[src/rtl/serial_comp_ctrl.sv]
// Nibble-serial RV32I branch comparator: one 4-bit compare slice reused WIDTH/4 times LSB->MSB.
// Optional build macro CMP_EARLY_EQ_EN: bypass the serial walk when the operands are equal at start.

module fourbits_comp (
  input  logic [3:0] a_i,
  input  logic [3:0] b_i,
  input  logic       ieq_i,
  input  logic       ilt_i,
  input  logic       ibt_i,
  output logic       oeq_o,
  output logic       olt_o,
  output logic       obt_o
);
  logic nib_eq;

  // A difference in this (more significant) nibble overrides the lower-nibble cascade.
  assign nib_eq = (a_i == b_i);
  assign oeq_o  = ieq_i & nib_eq;
  assign olt_o  = (a_i < b_i) | (nib_eq & ilt_i);
  assign obt_o  = (a_i > b_i) | (nib_eq & ibt_i);
endmodule

module serial_comp_ctrl #(
  parameter int WIDTH = 32
) (
  input  logic             clk,
  input  logic             rst,
  input  logic             start,
  input  logic [WIDTH-1:0] a,
  input  logic [WIDTH-1:0] b,
  input  logic [2:0]       funct3,
  output logic             busy,
  output logic             done,
  output logic             eq,
  output logic             lt,
  output logic             gt,
  output logic             taken
);
  localparam int NIB = WIDTH / 4;
  localparam int IW  = (NIB > 1) ? $clog2(NIB) : 1;

  typedef enum logic [1:0] {
    S_IDLE,
    S_LOAD,
    S_RUN,
    S_EQ
  } state_t;

  state_t           state_q, state_d;
  logic [WIDTH-1:0] a_q, a_d;
  logic [WIDTH-1:0] b_q, b_d;
  logic [2:0]       f3_q, f3_d;
  logic [IW-1:0]    idx_q, idx_d;
  logic             ceq_q, ceq_d;
  logic             clt_q, clt_d;
  logic             cgt_q, cgt_d;
  logic             eq_q, eq_d;
  logic             lt_q, lt_d;
  logic             gt_q, gt_d;
  logic             taken_q, taken_d;
  logic             done_q, done_d;

  logic             last_nib;
  logic             early_eq;
  logic [3:0]       nib_a, nib_b;
  logic             s_eq, s_lt, s_gt;

  function automatic logic branch_taken(input logic [2:0] f3, input logic e, input logic l);
    case (f3)
      3'b000:         return e;
      3'b001:         return ~e;
      3'b100, 3'b110: return l;
      3'b101, 3'b111: return ~l;
      default:        return 1'b0;
    endcase
  endfunction

`ifdef CMP_EARLY_EQ_EN
  assign early_eq = (a == b);
`else
  assign early_eq = 1'b0;
`endif

  assign last_nib = (idx_q == IW'(NIB - 1));

  // Signed compare: flipping the sign bit of the top nibble maps two's complement onto unsigned order.
  always_comb begin
    nib_a = a_q[{idx_q, 2'b00} +: 4];
    nib_b = b_q[{idx_q, 2'b00} +: 4];
    if (last_nib && (f3_q[2:1] == 2'b10)) begin
      nib_a[3] = ~nib_a[3];
      nib_b[3] = ~nib_b[3];
    end
  end

  fourbits_comp u_slice (
    .a_i   (nib_a),
    .b_i   (nib_b),
    .ieq_i (ceq_q),
    .ilt_i (clt_q),
    .ibt_i (cgt_q),
    .oeq_o (s_eq),
    .olt_o (s_lt),
    .obt_o (s_gt)
  );

  always_comb begin
    state_d = state_q;
    a_d     = a_q;
    b_d     = b_q;
    f3_d    = f3_q;
    idx_d   = idx_q;
    ceq_d   = ceq_q;
    clt_d   = clt_q;
    cgt_d   = cgt_q;
    eq_d    = eq_q;
    lt_d    = lt_q;
    gt_d    = gt_q;
    taken_d = taken_q;
    done_d  = 1'b0;

    case (state_q)
      S_IDLE: begin
        if (start) begin
          a_d     = a;
          b_d     = b;
          f3_d    = funct3;
          idx_d   = '0;
          ceq_d   = 1'b1;
          clt_d   = 1'b0;
          cgt_d   = 1'b0;
          state_d = early_eq ? S_EQ : S_LOAD;
        end
      end
      S_LOAD: begin
        state_d = S_RUN;
      end
      S_RUN: begin
        ceq_d = s_eq;
        clt_d = s_lt;
        cgt_d = s_gt;
        idx_d = idx_q + IW'(1);
        if (last_nib) begin
          idx_d   = '0;
          eq_d    = s_eq;
          lt_d    = s_lt;
          gt_d    = s_gt;
          taken_d = branch_taken(f3_q, s_eq, s_lt);
          done_d  = 1'b1;
          state_d = S_IDLE;
        end
      end
      S_EQ: begin
        eq_d    = 1'b1;
        lt_d    = 1'b0;
        gt_d    = 1'b0;
        taken_d = branch_taken(f3_q, 1'b1, 1'b0);
        done_d  = 1'b1;
        state_d = S_IDLE;
      end
      default: begin
        state_d = S_IDLE;
      end
    endcase
  end

  always_ff @(posedge clk) begin
    if (rst) begin
      state_q <= S_IDLE;
      a_q     <= '0;
      b_q     <= '0;
      f3_q    <= '0;
      idx_q   <= '0;
      ceq_q   <= 1'b1;
      clt_q   <= 1'b0;
      cgt_q   <= 1'b0;
      eq_q    <= 1'b0;
      lt_q    <= 1'b0;
      gt_q    <= 1'b0;
      taken_q <= 1'b0;
      done_q  <= 1'b0;
    end else begin
      state_q <= state_d;
      a_q     <= a_d;
      b_q     <= b_d;
      f3_q    <= f3_d;
      idx_q   <= idx_d;
      ceq_q   <= ceq_d;
      clt_q   <= clt_d;
      cgt_q   <= cgt_d;
      eq_q    <= eq_d;
      lt_q    <= lt_d;
      gt_q    <= gt_d;
      taken_q <= taken_d;
      done_q  <= done_d;
    end
  end

  assign busy  = (state_q == S_RUN);
  assign done  = done_q;
  assign eq    = eq_q;
  assign lt    = lt_q;
  assign gt    = gt_q;
  assign taken = taken_q;
endmodule
[config.mk]
export PLATFORM = sky130hd
export DESIGN_NAME = serial_comp_ctrl
export DESIGN_NICKNAME = d
export VERILOG_FILES = /design/src/rtl/serial_comp_ctrl.sv
export SDC_FILE = /design/constraint.sdc
export NUM_CORES = 1
export LEC_CHECK = 0
export ABC_AREA = 1
export ABC_CLOCK_PERIOD_IN_PS = 5200
export CAP_MARGIN = 20
export CORE_MARGIN = 1
export CORE_UTILIZATION = 25
export DETAILED_ROUTE_END_ITERATION = 10
export GPL_TIMING_DRIVEN = 0
export SKIP_CTS_REPAIR_TIMING = 1
export SYNTH_ARGS = -nofsm -noshare
export SYNTH_HDL_FRONTEND = slang
export SYNTH_SLANG_ARGS = --single-unit
[constraint.sdc]
create_clock -name clk -period 5.2 [get_ports clk]
set_input_delay 1.04 -clock clk [delete_from_list [all_inputs] [get_ports clk]]
set_output_delay 1.04 -clock clk [all_outputs]
set_load 0.005 [all_outputs]
; Word level (Yosys, flattened, before mapping)
; Cells that the tools add are included.
[classes]
n_reduce_logical = 12
n_shift = 2
eq_ne = 13
muxes = 25
order_cmp = 2
bitwise_logic = 9
addsub = 1
[op_table]
columns = operator, count
row1 = 32-bit by 6-bit indexed part select with 4-bit output, 2
row2 = 1-bit one-hot mux with 2 select lines, 8
row3 = 3-bit == test (second input constant), 5
row4 = 1-bit two-way mux, 10
row5 = 2-bit one-hot mux with 4 select lines, 1
row6 = 2-bit AND reduction, 4
row7 = 2-bit == test (second input constant), 3
row8 = 3-bit two-way mux, 2
row9 = 3-bit one-hot mux with 2 select lines, 1
row10 = 4-bit == test, 1
row11 = 4-bit greater-than comparator, 1
row12 = 4-bit < comparator, 1
row13 = 2-bit two-way mux, 2
row14 = 1-bit inverter, 4
row15 = 1-bit one-hot mux with 4 select lines, 1
row16 = 2-bit nonzero test, 2
row17 = 2-bit OR reduction, 2
row18 = 3-bit by 1-bit adder with 3-bit output (second input constant), 1
row19 = 1-bit AND, 3
row20 = 3-bit by 1-bit == test with 1-bit output (second input constant), 1
row21 = 3-bit logical NOT, 1
row22 = 3-bit OR reduction, 1
row23 = 2-bit by 1-bit == test with 1-bit output (second input constant), 1
row24 = 2-bit logical NOT, 1
row25 = 4 further kinds, 5
[totals]
wordCells = 77
in_bits = 70
ff_bits = 80
out_inout_bits = 6

; Logic depth before layout (Yosys ltp)
[depth]
ltp_word = 10
ltp_mapped = 19
ltp_nobuf = 16

; Modules after synthesis
; From an unflattened synthesis, not the netlist that was laid out.
[hier_totals]
cells_unflattened = 519
area_unflattened_um2 = 3579.7
[modules_own_cells]
columns = module, seq_area_each_um2, cells_each, area_per_inst_um2, instances
row1 = serial_comp_ctrl, 1601.5, 493, 3439.5, 1
row2 = fourbits_comp, 0.0, 26, 140.1, 1

; Worst setup path before layout
; Ideal clock, no wire load.
[synth_timing]
path_type = register -> register
startpoint = reg idx_q[1]
endpoint = reg gt_q, in the netlist gt
n_path_buf = 0
stages_incl_launch_ff = 14
t_arrival_ns = 1.943
setup_slack_ns = 3.125
setup_ns = 0.132
required_ns = 5.068
period_less_slack_ns = 2.075
cell_sequence = dfxtp_1 ha_1 ha_1 nand2_1 nor2_1 xor2_1 ha_1 nand2_1 inv_1 nand2_1 nand2_1 or2_2 nand3_1 a21oi_1
[synth_between]
elab_chain_cells = 8
elab_cells_between_ends = 16
classes_between = order compare (1) / eq/ne (3) / shift (2) / mux (4) / bitwise (4) / reduce/logical (2)
[synth_lines]
columns = item, line
row1 = "start, declared", 53  ; logic [IW-1:0] idx_q, idx_d;
row2 = "start signal, assigned", 187  ; idx_q <= idx_d;
row3 = "parallel branches: the longest is 8 deep, another holds 4-bit greater-than comparator", --
row4 = "end signal, assigned", 193  ; gt_q <= gt_d;
row5 = "end, declared", 59  ; logic gt_q, gt_d;
; Parallel ways; which one is timed is not known. The select of a mux whose other input is x is not followed.
; A chain may end at the register's enable or synchronous reset.

; Worst setup path after layout
[layout_timing]
startpoint = reg state_q[1]
endpoint = out busy
[layout_between]
elab_chain_cells = 1
[layout_lines]
columns = item, line
row1 = "start, declared", 49  ; state_t state_q, state_d;
row2 = "start signal, assigned", 183  ; state_q <= state_d;
row3 = 2-bit == test, 199  ; assign busy = (state_q == S_RUN);
row4 = "end, declared", 32  ; output logic busy,
; No other way between the ends.

==> metrics.cfg <==
[status]
status = completed

[cts]
ctsHtreeMaxLevel = 3
insertion_delay_ps = 340
root_buffer = clkbuf_16
cts.clk_slew.worst_paths_ps = 60
clockBufferDepth = 2
cts_made_buffers = 9
cts_num_sinks = 80
cts_tree = yes

[power_and_ir_drop]
powerDensity_mw_per_mm2 = 348.1
leakagePower_nw = 1.959
ir_drop_mv = 0.1575
power_mw = 1.690

[yosys]
netlist_instances = 496
post-synth-top-count-cell = nor2_1
synth_compound_area_frac = 0.1924
synth-seq-area-share = 0.4502
synthesis.nets = 572
ys.warnings.count = 0
async_flop_share = 0
synth_xor_area_frac = 0.004924
synth_cell_types = 26
synth_fa_ha_area_frac = 0.02110
yosysTopAreaCell = dfxtp_1
synth_top_area_share = 0.4502
synthSimpleGateAreaFrac = 0.2487
synthMuxAreaShare = 0.008442
syn_area_sq_mm = 0.003557
ys_seq_elements = 80
synth-edff-count = 0
synth_top_family_by_area = simple AND/OR/NAND/NOR gates
synth_commonest_cells = nor2_1 (179), o21ai_0 (91), dfxtp_1 (80)
yosys-top-cells-area = dfxtp_1 (45%), nor2_1 (19%), o21ai_0 (13%)
syn_avg_cell_area_sq_um = 7.172
synthFlopType = dfxtp_1

[placed_design]
dp_cells = 751
dp_hpwl_um = 7886
port_buffers = 75
post-place-ws_ps = 2522
place_congestion = 0.8785
placed_cell_area_sq_mm = 0.004533

[floorplanning]
coreArea_sq_mm = 0.01388
fp-row-count = 43
ios = 76
die_y_um = 121.3
initial_utilization = 0.2563
dieArea_sq_mm = 0.01471
die_w_um = 121.3

[critical_path]
critPathCaptureType = output port
critPathMaxStageDelay_ps = 530
crit_slowest_cell = clkdlybuf4s50_1
critPathArrivalTime_ps = 1630
crit_chain = nand2_1, inv_1, clkdlybuf4s50_1
required_ps = 4160
path_class = reg -> out
critPathLaunchType = register
cp_max_fo = 6

[timing]
fin_crit_ps = 2673
period_share = 0.5141
setup_viol = 0
drv_slew = 0
hold_slack_ps = 470.8
skew_ps = 4.862
worstMarginPinSlew_ps = 548.3
rsz0062_at_grt = no
slew_headroom = 0.6345
max_freq_mhz = 374.1
fin_ws_ps = 2527
setup_tns_ps = 0
hold_viol = 0

[layout]
stdcell_area_sq_mm = 0.004855
antenna_cells = 0
drive_gt1_frac = 0.05802
layout.core_utilization = 0.3497
fin_nets = 658
syn2layout_area_growth_pct = 36.48
fin_cells = 766

[global_route]
grt_max_degree = 13
grt_use_total = 0.1506
grt_pass1_wl_um = 16890
antenna_found_initial = 0
grt-ovfl-total = 0
grt_pass1_vias = 3441

[routing]
antenna_left = 0
post_drt_wl_per_cell_um = 13.63
via_per_inst = 4.542
wl_um = 10440
drt-initial-drc-count = 233
dr_total_vias = 3479
drc = 0
dr.pass1.iters = 4

[hold_path]
hold_class = reg -> reg

[flow_run]
drv_cap = 0

## cell type report
cell class,count,area [sq um]
inverter,16,60.06
tap,180,225.2
timing repair buffer,75,750.7
buffer,33,203.9
multi-input combinational,367,1692
clock buffer,12,256.5
sequential,80,1602
fill,1525,9026
clock inverter,3,65.06
## final timing paths
path                                 start  endpoint  slack, ps  depth (start not counted)
worst max-delay path            state_q[1]      busy       2530                          3
worst min register to register          gt        gt        470                          2
worst min-delay path                    gt        gt        470                          2
worst max register to register    idx_q[0]     taken       2530                         14
## registers in the layout (all words and copies together), names as in the netlist
signal / count
ceq_q: 1
gt: 1
f3_q: 3
cgt_q: 1
eq: 1
done: 1
state_q: 2
idx_q: 3
taken: 1
lt: 1
b_q: 32
a_q: 32
clt_q: 1
## cell usage in the layout, fill, tap and decap left out, types with 2 or more instances in the layout
cell and count:
nor2_1 179, o21ai_0 91, dfxtp_1 80, clkdlybuf4s50_1 75, nand2_1 41, clkbuf_1 19, inv_1 14, a21oi_1 13
buf_6 9, o32ai_1 9, clkbuf_16 9, o21ai_1 6, nand3_1 6, ha_1 6, buf_2 4, mux2i_1 3
o221ai_1 3, inv_2 2, buf_4 2, o211ai_1 2, clkbuf_8 2, bufinv_16 2
## critical path, delay by kind of cell, from the launching register on
family	cells	cell delay, ps
AND/OR/NAND/NOR	1	140
buffers and inverters	2	730
flip-flops	1	420
## power breakdown
| group | internal (mW) | switching, mW | total, mW | leakage, nW |
|---|---|---|---|---|
| clock network | 0.443 | 0.245 | 0.688 | 0.159 |
| logic | 0.138 | 0.165 | 0.303 | 1.14 |
| registers | 0.667 | 0.0315 | 0.698 | 0.661 |
| total | 1.25 | 0.441 | 1.69 | 1.96 |
## per-layer routing
layer,global-route usage,up-vias,share of wire
met5,0,-,0
met4,0.06713,0,0.015
met2,0.2397,86,0.45
met3,0.02350,12,0.051
li1,-,1806,-
met1,0.1992,1575,0.48
## cells by family (layout without fill, tap and decap cells)
| group | count (synthesis) | in the layout |
|---|---|---|
| buffers and inverters | 49 | 139 |
| AO/OA/AOI/OAI | 126 | 126 |
| flip-flops | 80 | 80 |
| XOR/XNOR | 2 | 2 |
| multiplexers | 3 | 3 |
| adder cells (fa/ha/maj) | 6 | 6 |
| AND/OR/NAND/NOR | 230 | 230 |
No activity file was read; power rests on OpenSTA's default activity.
